--- src/rtl/dmem_arbiter_pkg.sv ---
`default_nettype none
// ============================================================================
// Module      : dmem_arbiter_pkg
// Description : Shared FSM encoding, requester count and width defaults for
//               the two-port data-memory arbiter.
// Revision    : 1.0 - initial release
// ============================================================================
package dmem_arbiter_pkg;

  localparam int NUM_REQ        = 2;
  localparam int ADDR_W_DEFAULT = 32;
  localparam int DATA_W_DEFAULT = 32;

  typedef enum logic [1:0] {
    ST_IDLE   = 2'd0,
    ST_ACCESS = 2'd1,
    ST_RESP   = 2'd2
  } state_t;

  // A word access is misaligned when either low byte-address bit is set.
  function automatic logic is_misaligned(input logic [1:0] addr_lsb);
    return |addr_lsb;
  endfunction

endpackage
`default_nettype wire

--- src/rtl/dmem_arbiter_rr_pick.sv ---
`default_nettype none
// ============================================================================
// Module      : rr_pick
// Description : Two-way round-robin winner selection (combinational).
//               A lone requester always wins; on a tie the requester that
//               was not granted last wins.
// Revision    : 1.0 - initial release
// ============================================================================
module rr_pick
  import dmem_arbiter_pkg::*;
(
  input  logic [NUM_REQ-1:0] req,
  input  logic               last,
  output logic               winner,
  output logic               valid
);

  // Tie goes to the requester opposite the last grant.
  always_comb begin
    valid  = |req;
    winner = 1'b0;
    if (req == 2'b11) winner = ~last;
    else              winner = req[1];
  end

endmodule
`default_nettype wire

--- src/rtl/dmem_arbiter.sv ---
`default_nettype none
// ============================================================================
// Module      : dmem_arbiter
// Description : Arbitrates two requesters onto one data memory with a
//               synchronous-write / combinational-read port. Three-state
//               FSM (IDLE -> ACCESS -> RESP) gives one access per 3 cycles.
// Revision    : 1.0 - initial release
// ============================================================================
module dmem_arbiter
  import dmem_arbiter_pkg::*;
#(
  parameter int ADDR_W = ADDR_W_DEFAULT,
  parameter int DATA_W = DATA_W_DEFAULT
) (
  input  logic              clk,
  input  logic              rst_n,
  input  logic              req0,
  input  logic              req1,
  input  logic              we0,
  input  logic              we1,
  input  logic [ADDR_W-1:0] addr0,
  input  logic [ADDR_W-1:0] addr1,
  input  logic [DATA_W-1:0] wdata0,
  input  logic [DATA_W-1:0] wdata1,
  output logic              gnt0,
  output logic              gnt1,
  output logic              rvalid0,
  output logic              rvalid1,
  output logic [DATA_W-1:0] rdata,
  output logic              err,
  output logic [ADDR_W-1:0] mem_addr,
  output logic              mem_we,
  output logic [DATA_W-1:0] mem_din,
  input  logic [DATA_W-1:0] mem_dout
);

  state_t              state_q, state_d;
  logic                last_q;
  logic                win_q;
  logic                we_q;
  logic [ADDR_W-1:0]   addr_q;
  logic [DATA_W-1:0]   wdata_q;
  logic [DATA_W-1:0]   rdata_q;
  logic                err_q;
  logic                pick_win;
  logic                pick_valid;

  rr_pick u_rr_pick (
    .req    ({req1, req0}),
    .last   (last_q),
    .winner (pick_win),
    .valid  (pick_valid)
  );

  // State register.
  always_ff @(posedge clk) begin
    if (!rst_n) state_q <= ST_IDLE;
    else        state_q <= state_d;
  end

  // Request latch, grant pointer and response registers.
  always_ff @(posedge clk) begin
    if (!rst_n) begin
      last_q  <= 1'b1;
      win_q   <= 1'b0;
      we_q    <= 1'b0;
      addr_q  <= '0;
      wdata_q <= '0;
      rdata_q <= '0;
      err_q   <= 1'b0;
    end else begin
      if (state_q == ST_IDLE && pick_valid) begin
        last_q  <= pick_win;
        win_q   <= pick_win;
        we_q    <= pick_win ? we1    : we0;
        addr_q  <= pick_win ? addr1  : addr0;
        wdata_q <= pick_win ? wdata1 : wdata0;
      end
      if (state_q == ST_ACCESS) begin
        if (!we_q) rdata_q <= mem_dout;
        err_q <= is_misaligned(addr_q[1:0]);
      end
    end
  end

  // Next state and all outputs; every output is forced low during reset,
  // which also keeps the memory from being written on a reset edge.
  always_comb begin
    state_d  = state_q;
    gnt0     = 1'b0;
    gnt1     = 1'b0;
    rvalid0  = 1'b0;
    rvalid1  = 1'b0;
    mem_we   = 1'b0;
    mem_addr = '0;
    mem_din  = '0;
    rdata    = rst_n ? rdata_q : '0;
    err      = rst_n & err_q;
    unique case (state_q)
      ST_IDLE: begin
        if (pick_valid) state_d = ST_ACCESS;
      end
      ST_ACCESS: begin
        state_d = ST_RESP;
        if (rst_n) begin
          gnt0     = ~win_q;
          gnt1     = win_q;
          mem_we   = we_q;
          mem_addr = {addr_q[ADDR_W-1:2], 2'b00};
          mem_din  = wdata_q;
        end
      end
      ST_RESP: begin
        state_d = ST_IDLE;
        if (rst_n) begin
          rvalid0 = ~win_q;
          rvalid1 = win_q;
        end
      end
      default: state_d = ST_IDLE;
    endcase
  end

endmodule
`default_nettype wire

--- config.mk ---
export PLATFORM = sky130hd
export DESIGN_NAME = dmem_arbiter
export DESIGN_NICKNAME = d
export VERILOG_FILES = /design/src/rtl/dmem_arbiter_pkg.sv /design/src/rtl/dmem_arbiter_rr_pick.sv /design/src/rtl/dmem_arbiter.sv
export SDC_FILE = /design/constraint.sdc
export NUM_CORES = 1
export LEC_CHECK = 0
export CELL_PAD_IN_SITES_DETAIL_PLACEMENT = 1
export CELL_PAD_IN_SITES_GLOBAL_PLACEMENT = 2
export CORE_MARGIN = 8
export CORE_UTILIZATION = 19
export CTS_CLUSTER_DIAMETER = 60
export DETAILED_ROUTE_END_ITERATION = 6
export PLACE_DENSITY_LB_ADDON = 0.2
export RECOVER_POWER = 100
export SLEW_MARGIN = 20
export SYNTH_ARGS = -nofsm -noshare
export SYNTH_HDL_FRONTEND = slang
export SYNTH_HIERARCHICAL = 1
export SYNTH_SLANG_ARGS = --single-unit
--- constraint.sdc ---
create_clock -name clk -period 1.56 [get_ports clk]
set_input_delay 0.468 -clock clk [delete_from_list [all_inputs] [get_ports clk]]
set_output_delay 0.468 -clock clk [all_outputs]
set_load 0.05 [all_outputs]
==> key figures, run 1 <==
Outcome
  – Run status: finished with violations
  – Failing checks: setup timing

Global route
  – GRT Total Usage: 14.09%
  – Largest net degree at the start of global routing: 51
  – Overflow after GRT: 0
  – First-pass GRT wire length: 34200 um
  – Vias in the first global route: just under 6000
  – Initial antenna violation count: 1

Timing
  – Clock skew: 0.01272 ns
  – Final worst slack: -0.4745 ns
  – Tcrit/Tclk final: 130.4%
  – Final Hold Viols: 0
  – RSZ-0062 raised after global routing: yes
  – # setup viols final: 99
  – Min cycle time layout: between 2 and 2.5 ns
  – Final Max Slew Viols: 0
  – Max Fclk: 491.5 MHz

Detailed routing
  – Wirelength per Cell: 19.16 um
  – Residual DRC: 0
  – Vias/cell: 4.209
  – First DRT Iteration DRCs: 90
  – Detailed Routing Iterations Pass 1: 4
  – Vias: between 5000 and 6000
  – DRT antenna net count: 0
  – Final WL: 22900 um

Synthesis
  – Distinct cells, synth: 24
  – Sequential element share of the synthesized area: between 40% and 50%
  – Syn Area/Cell: 8.718 um2
  – Synthesis Warnings: 6
  – Cell count after synthesis: 560
  – Synthesized area: 4882 um2
  – Yosys reg bits: 102
  – Largest area contributor in the netlist: dfxtp_1
  – Synth area leaders: dfxtp_1 (42%), mux2i_1 (20%), nand2_1 (10%)
  – Post-synth top area share: a little over two fifths

Finish
  – Final Net Count: 1025
  – Share of cells above drive strength 1: 38.19%
  – Final cell count without fillers: 1195
  – Core Util, Final: 42.55%
  – P&R area growth vs syn: 119.5%

Flow run
  – Maxcap violations: 0

Setup path
  – CP Launch Type: register
  – FF-to-FF setup slack: 0.14 ns
  – Crit. End Element: output pin
  – Reg2reg end: wdata_q[12]
  – Crit path DAT: ~1.6 ns
  – Reg-to-Reg Start: state_q[0]
  – Max Fanout on Critical Path: 9
  – Worst EP required: 1.09 ns
  – Reg2Reg Depth: 5
  – WS Path Type: register to output pin

Power and ir drop
  – Peak VDD IR: 545.1 uV
  – Sw Pwr: 2.382 mW
  – Lkg Pwr: 4.092 nW
  – Combinational share of power: 30.8%
  – Switching part of the total power: 31.02%
  – Int Power: about 5.3 mW
  – Clock Power Share: between 30% and 40%
  – Sequential share of power: approximately two fifths
  – Power per cell area: 716.7 nW/um2

Min path
  – Worst Hold Depth: 2
  – Hold path startpoint: addr_q[25]
  – Hold endpoint: addr_q[25]
  – Hold crit path type: register to register

Die
  – Die width: ~180 um
  – Starting Density: 19.39%
  – I/O pins: 268
  – Die ar.: 31080 um2
  – Std cell rows: 58
  – Core ar.: between 20000 and 30000 um2
  – Chip Height: 176.3 um

Clock tree
  – TritonCTS Buffers: 9
  – Clock slew at reported path FFs: 0.08 ns
  – Sinks on Clock Net: 102
  – Root buffer cell: clkbuf_16
  – CTS tree: built
  – Clock latency on the worst-skew pair: 0.36 ns
  – CTS max path bufs: 2
  – Hold buffer count at cts: 0
  – Max H-tree Level: 3

Place
  – Cell count after placement: 1132
  – RePlAce Congestion: 0.7041
  – DP HPWL: 15700 um
  – Input/output buffers: 265
## worst max-delay path: stages, from the launching register on
cell and delay (ns):
dfxtp_2 0.33, and3b_2 0.24, buf_4 0.16, buf_12 0.14, and2_2 0.20, buf_12 0.15
## what timing repair did
action | 4_1_cts | 5_1_grt
setup buffers | 23 | 15
cloned | 8 | 3
pin swaps | 28 | 11
gates resized for setup | 74 | 32
setup endpoints to repair | 168 | 103
## routing by layer
metal	track usage, %	wire (um)	share of wire (%)
met1	15.62	9178	40
met4	3.568	230	1.0
met3	4.209	1317	5.8
met5	0	0	0
met2	25.77	12170	53
## stage by stage
stage | setup WS, ns | power (mW) | cell area [um2] | hold WS, ns | setup TNS [ns]
after CTS | -0.4816 | 7.709 | 10370 | 0.4661 | -33.83
after floorplan | -0.1754 | 4.050 | 5263 | 0.4414 | -5.040
after global routing | -0.5346 | 8.046 | 10720 | 0.4905 | -36.58
final | -0.4745 | 7.680 | 10720 | 0.4622 | -31.63
after global placement | -0.6070 | 5.043 | 9356 | 0.4518 | -59.31
after detailed placement | -0.6019 | 5.094 | 9356 | 0.4544 | -60.53
## power by group through the flow
stage	registers [mW]	clock network [mW]	logic, mW
2_1_floorplan	2.99	0	1.06
3_3_place_gp	3.01	0	2.04
3_5_place_dp	3.02	0	2.08
4_1_cts	2.99	2.41	2.31
5_1_grt	3.04	2.49	2.51
6_report	3.01	2.31	2.36
## worst max-delay path by stage
stage	slack [ns]	cells after the start	startpoint	endpoint
floorplan	-0.18	3	rst_n	rvalid0
global placement	-0.61	6	req1	wdata_q[10]
detailed placement	-0.60	6	req1	wdata_q[10]
CTS	-0.48	4	state_q[1]	mem_din[21]
global route	-0.53	5	state_q[1]	mem_din[21]
finish	-0.47	5	state_q[1]	mem_addr[27]
## cells by family (layout without fill, tap and decap cells)
logic type	count (synthesis)	in the layout	share of synthesized area, %
simple gates	207	207	20.45
flops	102	102	41.82
mux	98	98	20.09
buf+inv	84	387	8.713
compound gates	68	68	8.842
other cells	1	3	0.07681
## synth_stat cells
| library cell | count |
|---|---|
| a21boi_1 | 1 |
| and2_1 | 65 |
| and3b_1 | 1 |
| and4b_1 | 1 |
| buf_1 | 3 |
| buf_2 | 19 |
| buf_4 | 11 |
| buf_6 | 6 |
| clkbuf_1 | 11 |
| conb_1 | 1 |
| dfxtp_1 | 102 |
| inv_1 | 34 |
| mux2i_1 | 98 |
| nand2_1 | 131 |
| nand4bb_1 | 2 |
| nor2b_1 | 2 |
| nor3b_1 | 1 |
| nor3b_2 | 1 |
| nor4bb_1 | 1 |
| o211a_1 | 1 |
| o211ai_1 | 1 |
| o22ai_1 | 65 |
| or2_1 | 1 |
| or4b_1 | 1 |
## flip-flops by register name, indices dropped and copies added (netlist names)
register	cells
addr_q	32
err_q	1
last_q	1
rdata_q	32
state_q	2
wdata_q	32
we_q	1
win_q	1
## cell type report
cell class | count | area [um2]
Clock buffer | 10 | 239.0
Clock inverter | 6 | 53.80
Timing Repair Buffer | 337 | 4626
Multi-Input combinational cell | 375 | 3088
Sequential cell | 102 | 2046
Inverter | 34 | 247.7
Fill cell | 2666 | 14470
Tap cell | 330 | 412.9
Antenna cell | 1 | 2.502
## layout by cell type (no fill, tap or decap), types with 3 or more instances in the layout
cell type        instances
buf_4                   42
buf_6                    3
buf_12                 117
nand2_8                 22
dfxtp_1                 99
mux2i_1                 97
and2_4                  63
nand2_4                 10
nand2_1                 99
dfxtp_2                  3
clkbuf_16               11
clkdlybuf4s50_1        162
buf_16                   6
o22ai_1                 65
clkinvlp_4              32
No activity file was read; power rests on OpenSTA's default activity.
==> inputs of run 2 (changes only) <==
--- a/config.mk
+++ b/config.mk
@@ -5,12 +5,14 @@
 export SDC_FILE = /design/constraint.sdc
 export NUM_CORES = 1
 export LEC_CHECK = 0
+export ABC_AREA = 1
 export CELL_PAD_IN_SITES_DETAIL_PLACEMENT = 1
 export CELL_PAD_IN_SITES_GLOBAL_PLACEMENT = 2
 export CORE_MARGIN = 8
-export CORE_UTILIZATION = 19
+export CORE_UTILIZATION = 17
 export CTS_CLUSTER_DIAMETER = 60
 export DETAILED_ROUTE_END_ITERATION = 6
+export GPL_ROUTABILITY_DRIVEN = 1
 export PLACE_DENSITY_LB_ADDON = 0.2
 export RECOVER_POWER = 100
 export SLEW_MARGIN = 20
==> run 2 against run 1 <==
The run still ends with setup timing left. Via count is 28% higher. Clock skew is 0.0015 ns higher. First-iteration DRC count is 68% higher. Flip-flop and latch count did not move. Die area increased by 26%. Routed wire length up 13%. Largest cell class unchanged.
==> key figures, run 2 <==
Finish
  – # fillers: 3869
  – Most common cell after layout, fill and taps aside: nand2_1
  – Final cell count without fillers: about 1700
  – Regs by FF count: addr_q: 32 flops, rdata_q: 32 flops, wdata_q: 32 flops
  – P&R area growth vs syn: 108.8%
  – Diodes inserted: 0
  – Most frequent cells in the layout: nand2_1 (257), nor2_1 (196), inv_1 (164), clkdlybuf4s50_1 (162), buf_12 (113)
  – Final instance area: between 10000 and 15000 um2
  – Final Net Count: 1438
  – Core Util, Final: approximately 36%
  – Share of cells above drive strength 1: approximately a quarter

Global route
  – First-pass GRT wire length: 38190 um
  – Overflow after GRT: 0
  – GRT Total Usage: 12.51%
  – Largest net degree at the start of global routing: 65
  – Initial antenna violation count: 5
  – Vias in the first global route: about 6700

Setup path
  – Reg-to-Reg Start: state_q[1]
  – Crit path DAT: 1.49 ns
  – CP Launch Type: register
  – Worst EP required: 1.09 ns
  – WS Path Type: register to output pin
  – Crit. End Element: output pin
  – Max Fanout on Critical Path: 17
  – Reg2Reg Depth: 8
  – Reg2reg end: rdata_q[15]
  – FF-to-FF setup slack: 0.09 ns
  – Worst setup path end: mem_din[0]
  – Crit. Startpoint: state_q[0]

Place
  – RePlAce Congestion: approximately 0.7
  – Input/output buffers: 265
  – Cell count after placement: 1676
  – DP HPWL: 17760 um
  – Placement Cell Area: 10610 um2
  – Setup WS pre-CTS: -0.4853 ns

Synthesis
  – Distinct cells, synth: 18
  – Commonest cells in the netlist: nand2_1 (296), nor2_1 (262), inv_1 (200)
  – Synthesis Warnings: 6
  – Cell count after synthesis: 997
  – Sequential element share of the synthesized area: a little over a third
  – Top FF cell, synth: dfxtp_1
  – Post-synth EDFFs: 0
  – Largest area contributor in the netlist: dfxtp_1
  – Top-count cell post-synth: nand2_1
  – Synth area leaders: dfxtp_1 (36%), nand2_1 (20%), nor2_1 (17%)
  – Post-synth top area share: 36.31%
  – Synthesized area: between 5000 and 6000 um2
  – Async S/R FF share, synth: 0%
  – Syn Area/Cell: around 5.6 um2
  – Yosys reg bits: around 100

Die
  – Die ar.: 39160 um2
  – Std cell rows: between 60 and 70
  – Core ar.: 32540 um2
  – Die width: between 150 and 200 um
  – Starting Density: 17.29%
  – I/O pins: 268
  – Chip Height: 197.9 um

Min path
  – Hold crit path type: register to register

Timing
  – Min cycle time layout: 1.963 ns
  – Final Hold Viols: 0
  – RSZ-0062 raised after global routing: yes
  – Tcrit/Tclk final: 125.8%
  – Final Max Slew Viols: 0
  – Clock skew: 0.01422 ns
  – # setup viols final: between 90 and 100
  – Hold slack: 0.5048 ns
  – Final worst slack: -0.4029 ns
  – Setup TNS: -27.03 ns
  – Max Fclk: 509.5 MHz

Power and ir drop
  – Combinational share of power: between 30% and 40%
  – Clock Power Share: 26.7%
  – Int Power: 5.505 mW
  – Total Power: 8.473 mW
  – Lkg Pwr: 5.239 nW
  – Sequential share of power: about 36%
  – Sw Pwr: about 3 mW
  – Switching part of the total power: 35.03%
  – Peak VDD IR: 443.4 uV
  – Power per cell area: 721.5 nW/um2

Clock tree
  – Max H-tree Level: 3
  – Clock latency on the worst-skew pair: 0.36 ns
  – Root buffer cell: clkbuf_16
  – Hold buffer count at cts: 0
  – TritonCTS Buffers: 9
  – CTS max path bufs: 2
  – Clock slew at reported path FFs: 0.07 ns
  – CTS tree: built
  – Sinks on Clock Net: 102

Detailed routing
  – Wirelength per Cell: 15.00 um
  – First DRT Iteration DRCs: ~150
  – Detailed Routing Iterations Pass 1: 4
  – Residual DRC: 0
  – Vias/cell: 3.760
  – Final WL: 25770 um
  – DRT antenna net count: 0
  – Vias: 6459

Outcome
  – Failing checks: setup timing
  – Run status: finished with violations

Flow run
  – Maxcap violations: 0
[run 2: changes by cell type after synthesis, sizes merged, moves of 3 or more]
cell	before	now
and2	65	0
nand3	0	4
mux2i	98	0
o21ai	0	67
buf	39	44
nor2	0	263
nand2	131	297
clkbuf	11	14
o22ai	65	0
inv	34	200
[run 2: repair_timing]
item | CTS | global route
endpoints found under the setup margin | 131 | 155
gates cloned | 6 | 8
gates resized for setup | 49 | 39
pin swaps | 14 | 14
buffers inserted | 3 | 11
[run 2: power by group through the flow]
stage          sequential [mW]  combinational [mW]  clock, mW
2_1_floorplan             3.04                1.66          0
3_3_place_gp              3.05                2.85          0
3_5_place_dp              3.06                2.88          0
4_1_cts                   3.02                3.08       2.45
5_1_grt                   3.06                3.51       2.52
6_report                  3.03                3.18       2.27
[run 2: cells by family (layout without fill, tap and decap cells)]
family	Yosys count	in the layout	share of synthesized area (%)
flops	102	102	36.31
compound gates	68	68	6.051
buf+inv	258	536	19.27
simple gates	568	568	38.31
other cells	1	2	0.06668
[run 2: layout make-up]
cell class                 instances  area (um2)  share of cell area (%)
sequential                       102        2047                   17.43
tap                              442       553.0                   4.710
multi-input combinational        638        3337                   28.42
clock inverter                     5       43.79                  0.3729
clock buffer                      10       239.0                   2.035
inverter                         200       883.3                   7.523
timing repair buffer             321        4639                   39.51
[run 2: routing by layer]
layer | track usage [%] | vias up | routed length [um]
met3 | 4.924 | 18 | 2041
met1 | 15.09 | 2902 | 11200
met5 | 0 | - | 46
met2 | 20.58 | 149 | 12180
li1 | - | 3382 | -
met4 | 3.042 | 8 | 305
[run 2: worst max-delay path, cell delays in order (launching register included)]
cell and delay [ns]:
dfxtp_4 0.36, inv_4 0.03, nor2_4 0.14, nand2_8 0.11, buf_12 0.20, nor2_4 0.14
buf_12 0.14
[run 2: worst min-delay path by stage]
stage	start	depth (start not counted)	endpoint	slack, ns
final	addr_q[1]	2	err_q	0.50
after global routing	addr_q[1]	2	err_q	0.57
after CTS	addr_q[1]	2	err_q	0.51
after detailed placement	addr_q[1]	2	err_q	0.49
after global placement	addr_q[1]	2	err_q	0.49
after floorplan	last_q	2	last_q	0.43
